**src/rtl/lane_judge_scorer.sv**
```systemverilog
// Strum judge: opens a timing window per note, grades the strum against the latched chord,
// and keeps a saturating score with a streak-driven multiplier.
module lane_judge_scorer #(
   parameter int unsigned LANES             = 5,
   parameter int unsigned WINDOW_CYCLES     = 8,
   parameter int unsigned BASE_POINTS       = 10,
   parameter int unsigned STREAK_STEP       = 4,
   parameter int unsigned MAX_MULT          = 4,
   parameter int unsigned SCORE_W           = 21,
   parameter int unsigned OVERSTRUM_PENALTY = 1
) (
   input  logic                              clk,
   input  logic                              reset_n,
   input  logic                              stop,
   input  logic                              pause,
   input  logic                              note_valid,
   input  logic [LANES-1:0]                  notes_to_play,
   input  logic [LANES-1:0]                  buttons,
   input  logic                              strum,
   output logic                              note_hit,
   output logic                              note_miss,
   output logic [SCORE_W-1:0]                score,
   output logic [15:0]                       streak,
   output logic [$clog2(MAX_MULT+1)-1:0]     multiplier,
   output logic                              window_open
);

   localparam int unsigned MultW = $clog2(MAX_MULT + 1);
   localparam int unsigned CntW  = (WINDOW_CYCLES > 1) ? $clog2(WINDOW_CYCLES) : 1;
   localparam int unsigned SumW  = SCORE_W + 32;

   typedef enum logic [0:0] {StIdle, StArmed} state_e;

   state_e             state_q;
   logic [LANES-1:0]   pattern_q;
   logic [CntW-1:0]    cnt_q;
   logic               strum_q;
   logic [SCORE_W-1:0] score_q;
   logic [15:0]        streak_q;
   logic [MultW-1:0]   mult_q;
   logic               hit_q, miss_q;

   logic               strum_rise, new_note, hit, miss;
   logic [SumW-1:0]    sum;
   logic [SCORE_W-1:0] score_hit;
   logic [15:0]        streak_hit;
   logic [MultW-1:0]   mult_hit;
   int unsigned        mult_calc;

   // Judgement for the upcoming edge; a zero chord is not treated as a note.
   always_comb begin
      strum_rise = strum & ~strum_q & ~pause;
      new_note   = note_valid & ~pause & (|notes_to_play);
      hit        = 1'b0;
      miss       = 1'b0;
      if (!pause) begin
         unique case (state_q)
            StIdle: begin
               if (strum_rise) begin
                  if (new_note) begin
                     hit  = (buttons == notes_to_play);
                     miss = ~hit;
                  end else begin
                     miss = (OVERSTRUM_PENALTY != 0);
                  end
               end
            end
            StArmed: begin
               if (strum_rise) begin
                  hit  = (buttons == pattern_q);
                  miss = ~hit;
               end else begin
                  miss = new_note || (cnt_q == '0);
               end
            end
            default: ;
         endcase
      end
   end

   always_comb begin
      sum        = SumW'(score_q) + SumW'(BASE_POINTS) * SumW'(mult_q);
      score_hit  = (|sum[SumW-1:SCORE_W]) ? '1 : sum[SCORE_W-1:0];
      streak_hit = (&streak_q) ? streak_q : streak_q + 16'd1;
      mult_calc  = 32'(streak_hit) / STREAK_STEP + 1;
      mult_hit   = (mult_calc > MAX_MULT) ? MultW'(MAX_MULT) : MultW'(mult_calc);
   end

   always_ff @(posedge clk) begin
      if (!reset_n || stop) begin
         state_q   <= StIdle;
         pattern_q <= '0;
         cnt_q     <= '0;
         strum_q   <= 1'b0;
         score_q   <= '0;
         streak_q  <= '0;
         mult_q    <= MultW'(1);
         hit_q     <= 1'b0;
         miss_q    <= 1'b0;
      end else begin
         strum_q <= strum;
         hit_q   <= hit;
         miss_q  <= miss;
         if (hit) begin
            score_q  <= score_hit;
            streak_q <= streak_hit;
            mult_q   <= mult_hit;
         end else if (miss) begin
            streak_q <= '0;
            mult_q   <= MultW'(1);
         end
         if (!pause) begin
            unique case (state_q)
               StIdle: begin
                  // A strum in the same cycle consumes the incoming note immediately.
                  if (new_note && !strum_rise) begin
                     state_q   <= StArmed;
                     pattern_q <= notes_to_play;
                     cnt_q     <= CntW'(WINDOW_CYCLES - 1);
                  end
               end
               StArmed: begin
                  if (new_note) begin
                     pattern_q <= notes_to_play;
                     cnt_q     <= CntW'(WINDOW_CYCLES - 1);
                  end else if (strum_rise || cnt_q == '0) begin
                     state_q <= StIdle;
                  end else begin
                     cnt_q <= cnt_q - CntW'(1);
                  end
               end
               default: state_q <= StIdle;
            endcase
         end
      end
   end

   assign note_hit    = hit_q;
   assign note_miss   = miss_q;
   assign score       = score_q;
   assign streak      = streak_q;
   assign multiplier  = mult_q;
   assign window_open = (state_q == StArmed);

endmodule

```
**config.mk**
```make
export PLATFORM = sky130hd
export DESIGN_NAME = lane_judge_scorer
export DESIGN_NICKNAME = d
export VERILOG_FILES = /design/src/rtl/lane_judge_scorer.sv
export SDC_FILE = /design/constraint.sdc
export NUM_CORES = 1
export LEC_CHECK = 0
export CORE_ASPECT_RATIO = 1.2
export CORE_MARGIN = 10
export CORE_UTILIZATION = 59
export CTS_BUF_LIST = sky130_fd_sc_hd__clkbuf_2 sky130_fd_sc_hd__clkbuf_4 sky130_fd_sc_hd__clkbuf_8
export DETAILED_ROUTE_END_ITERATION = 10
export PLACE_DENSITY = 0.93
export SLEW_MARGIN = 20
export SYNTH_ARGS = -nofsm -noshare
export SYNTH_HDL_FRONTEND = slang
export SYNTH_SLANG_ARGS = --single-unit
```
**constraint.sdc**
```tcl
create_clock -name clk -period 8.1 [get_ports clk]
set_clock_uncertainty 0.05 [all_clocks]
set_input_delay 1.62 -clock clk [delete_from_list [all_inputs] [get_ports clk]]
set_output_delay 1.62 -clock clk [all_outputs]
set_load 0.01 [all_outputs]
```
==> impl_results.md <==
* Status: finished, final reports clean
* Insertion delay to the later sink of the worst-skew pair at 0.31 ns
* Gr busiest metal: met2
* Grt ovf at 0
* Met1 Usage GRT at 0.230
* Setup Fix Bufs, Post-CTS at 0
* Layout area overhead at 19.0%
* Total wire length at 9160 um
* Total internal power at 334 uW
* GRT Total Usage at 0.204
* Top-Level Pins at 59
* Sequential share of power at 0.589
* Register area share after synthesis at 0.308
* TritonCTS clock tree: yes
* Largest net degree at the start of global routing at 41
* Logic pwr share at 0.077
* Final setup violation count at 0
* DIE HEIGHT at approximately 100 um
* Via density at between 6 and 7
* Fmax at approximately 240 MHz
* Vias in the first global route at 3280
* Mean Syn Cell Area at around 7.8 sq um
* CORE AREA at approximately 0.0056 sq mm
* Sw Ratio at 0.236
* Setup CP Type: in -> reg
* Post-synth net total at 463
* Worst Max-Slew Pin Slew at between 0.8 and 0.9 ns
* CTS buffer count at 5
* Minimum clock period at 4.24 ns
* Slowest CP cell: nor2_2
* Pleak at around 0.0014 uW
* Syn. warnings at 0
* Net count, final at between 500 and 600
* Pwr Density at approximately 110 mW/mm^2
* Initial DRC Count at slightly above 300
* Cell row count at 30
* Detail Placement HPWL at 6800 um
* Cell family contributing the most delay on the critical path: simple AND/OR/NAND/NOR gates
* Initial antenna violation count at 0
* Worst reg2reg setup slack at 4.35 ns
* Final-layout fill cell count at 424
* Wire per inst at 17.1 um
* Yosys cell types at 60
* Worst path max stage delay at about 0.64 ns
* Die X at roughly 90 um
* Met2 Usage GRT at 0.361
* Startpoint class of the critical path: primary input
* Clock sink count at 52
* Root buffer cell: clkbuf_8
* Ys async rst share at 0
* Htree depth at 2
* Final Slew Violations at 0
* Unrepaired setup endpoints after global routing: false
* Sw power at roughly 100 uW
* Clock Pin Slew Worst Setup and Hold Paths at roughly 0.09 ns
* Post-CTS Resized at 0
* Top FF cell, synth: dfxtp_1
* Pre-Repair DR Iteration Count at 5
* GR Util met3 at 0.0482
* Remaining antenna violation count after routing at 0
* Placed Cells at ~530
* Share of cells above drive strength 1 at 0.0508
* Global-route wire length before repair at 15300 um
* Relative slew slack at 0.408
* Max_cap viols at 0
* Via Count at around 3400
* Worst EP required at 8.25 ns
* CTS Hold Bufs at 0
* Initial Util at 0.601
* Fin. Hold Viols at 0
* Critical path endpoint category: register
* PortBufs at just under 60
* Worst-case clock buffer depth at 2
* Die area at 0.00918 sq mm
* WP buf/inv at 1
* #FFs+latches synth at 52
* Diodes inserted at 0
* Number of flops mapped to enable cells by yosys at 0
* Worst-path maximum fanout at 19
* Setup TNS at 0 ns
* Tcrit/Tclk final at 0.524
* Final cell count without fillers at 536
* Routability cong. at approximately 0.97
* Mapped cell area at between 0.003 and 0.004 sq mm
* DRC violations left at 0
* Largest vdd supply drop at 116 uV
* Clk pwr share at 0.333
* Cell Chain, Critical Path: clkdlybuf4s50_1, or4_1, o21ai_1, nor4b_2, nor2_2, o21ai_0, o221a_2
* Worst min path class: reg -> reg
* Cells after Synth at between 400 and 500
* Worst EP arrival at approximately 4.4 ns
==> logic make-up after synthesis <==
| kind of cell | count (synthesis) | share of synthesized area |
|---|---|---|
| flops | 52 | 0.308 |
| simple gates | 174 | 0.279 |
| fa+ha+maj | 15 | 0.0577 |
| xor+xnor | 29 | 0.0750 |
| compound gates | 118 | 0.229 |
| buf+inv | 44 | 0.0521 |
==> through the flow <==
step           cell area (sq um)  utilization  hold slack, ns  total power [uW]  setup WS, ns
6_report                    4030        0.716           0.408               437          3.86
5_1_grt                     4030        0.716           0.439               451          3.68
4_1_cts                     4030        0.716           0.409               436          3.87
3_5_place_dp                3950        0.701           0.393               297          3.57
3_3_place_gp                3950        0.701           0.385               296          3.69
2_1_floorplan               3380            -           0.399               282          4.47
==> power by group through the flow <==
stage	clock network, uW	logic, uW	registers [uW]
floorplan	0	18.6	264
global placement	0	32.3	264
detailed placement	0	33.2	264
CTS	145	33.4	258
global route	156	37.0	258
finish	146	33.8	258
==> cell usage after synthesis (2+ instances only) <==
master	n	area share
a211oi_1	6	0.013
a21o_1	3	0.0067
a21oi_1	42	0.062
a311oi_1	3	0.0078
a31oi_1	3	0.0055
and2_0	2	0.0037
and2_1	2	0.0037
and3_1	4	0.0074
and4_1	4	0.010
buf_2	8	0.012
clkbuf_1	18	0.020
dfxtp_1	52	0.31
ha_1	14	0.052
inv_1	17	0.019
nand2_1	39	0.043
nand2b_1	6	0.011
nand3_1	23	0.034
nand4_1	11	0.020
nand4_4	2	0.013
nor2_1	33	0.037
nor2b_1	4	0.0074
nor3_1	21	0.031
nor3b_1	2	0.0044
nor4_1	5	0.0092
o2111ai_1	3	0.0078
o2111ai_2	2	0.0089
o211a_1	2	0.0059
o211ai_1	5	0.011
o21a_1	8	0.018
o21ai_0	22	0.033
o21ai_1	3	0.0044
o311a_1	3	0.0089
o311ai_0	2	0.0052
o31a_1	2	0.0052
or2_2	3	0.0055
or3_1	2	0.0037
xnor2_1	22	0.057
xor2_1	7	0.018
==> registers in the layout (all words and copies together) (netlist names) <==
signal / cells
score: 21
note_miss: 1
cnt_q: 3
strum_q: 1
streak: 16
multiplier: 3
note_hit: 1
pattern_q: 5
window_open: 1
==> placed cells by master, fill, tap and decap left out, types with 4 or more instances in the layout <==
cell type        netlist  final
a211oi_1               6      6
o21ai_0               22     22
nor2_1                33     33
dfxtp_1               52     52
ha_1                  14     14
nor2b_1                4      4
a21oi_1               42     42
nand3_1               23     23
xnor2_1               22     22
o211ai_1               5      5
nand2b_1               6      6
nor4_1                 5      5
clkdlybuf4s50_1        0     58
nand4_1               11     11
clkbuf_8               0      5
nand2_1               39     39
xor2_1                 7      7
and4_1                 4      4
and3_1                 4      4
nor3_1                21     21
o21a_1                 8      8
inv_1                 17     17
==> tightest hold or removal path, stage by stage (launching register included) <==
cell and delay, ns:
dfxtp_1 0.33, inv_1 0.05, a21oi_1 0.05
==> area by class of cell <==
cell class | instances | area (sq um) | area share
clock buffers | 6 | 76.3 | 0.0189
clock inverters | 1 | 5.00 | 0.00124
inverters | 17 | 63.8 | 0.0158
multi-input cells | 336 | 2170 | 0.538
flip-flops and latches | 52 | 1040 | 0.258
well taps | 64 | 80.1 | 0.0199
repair buffers | 60 | 596 | 0.148
==> path summary, 6_finish.rpt <==
kind / start / to / depth (start not counted)
min: score[0] / score[0] / 2
max: notes_to_play[4] / streak[7] / 7
max reg2reg: streak[0] / multiplier[2] / 10
min reg2reg: score[0] / score[0] / 2
==> metal layers <==
| layer | part of all wire | vias to the layer above | wire length [um] |
|---|---|---|---|
| met5 | 0 | - | 0 |
| met4 | 0.019 | 0 | 173 |
| met3 | 0.073 | 15 | 668 |
| met2 | 0.51 | 133 | 4720 |
| met1 | 0.39 | 1599 | 3600 |
| li1 | - | 1654 | - |
Power figures use the tool's default switching activity.
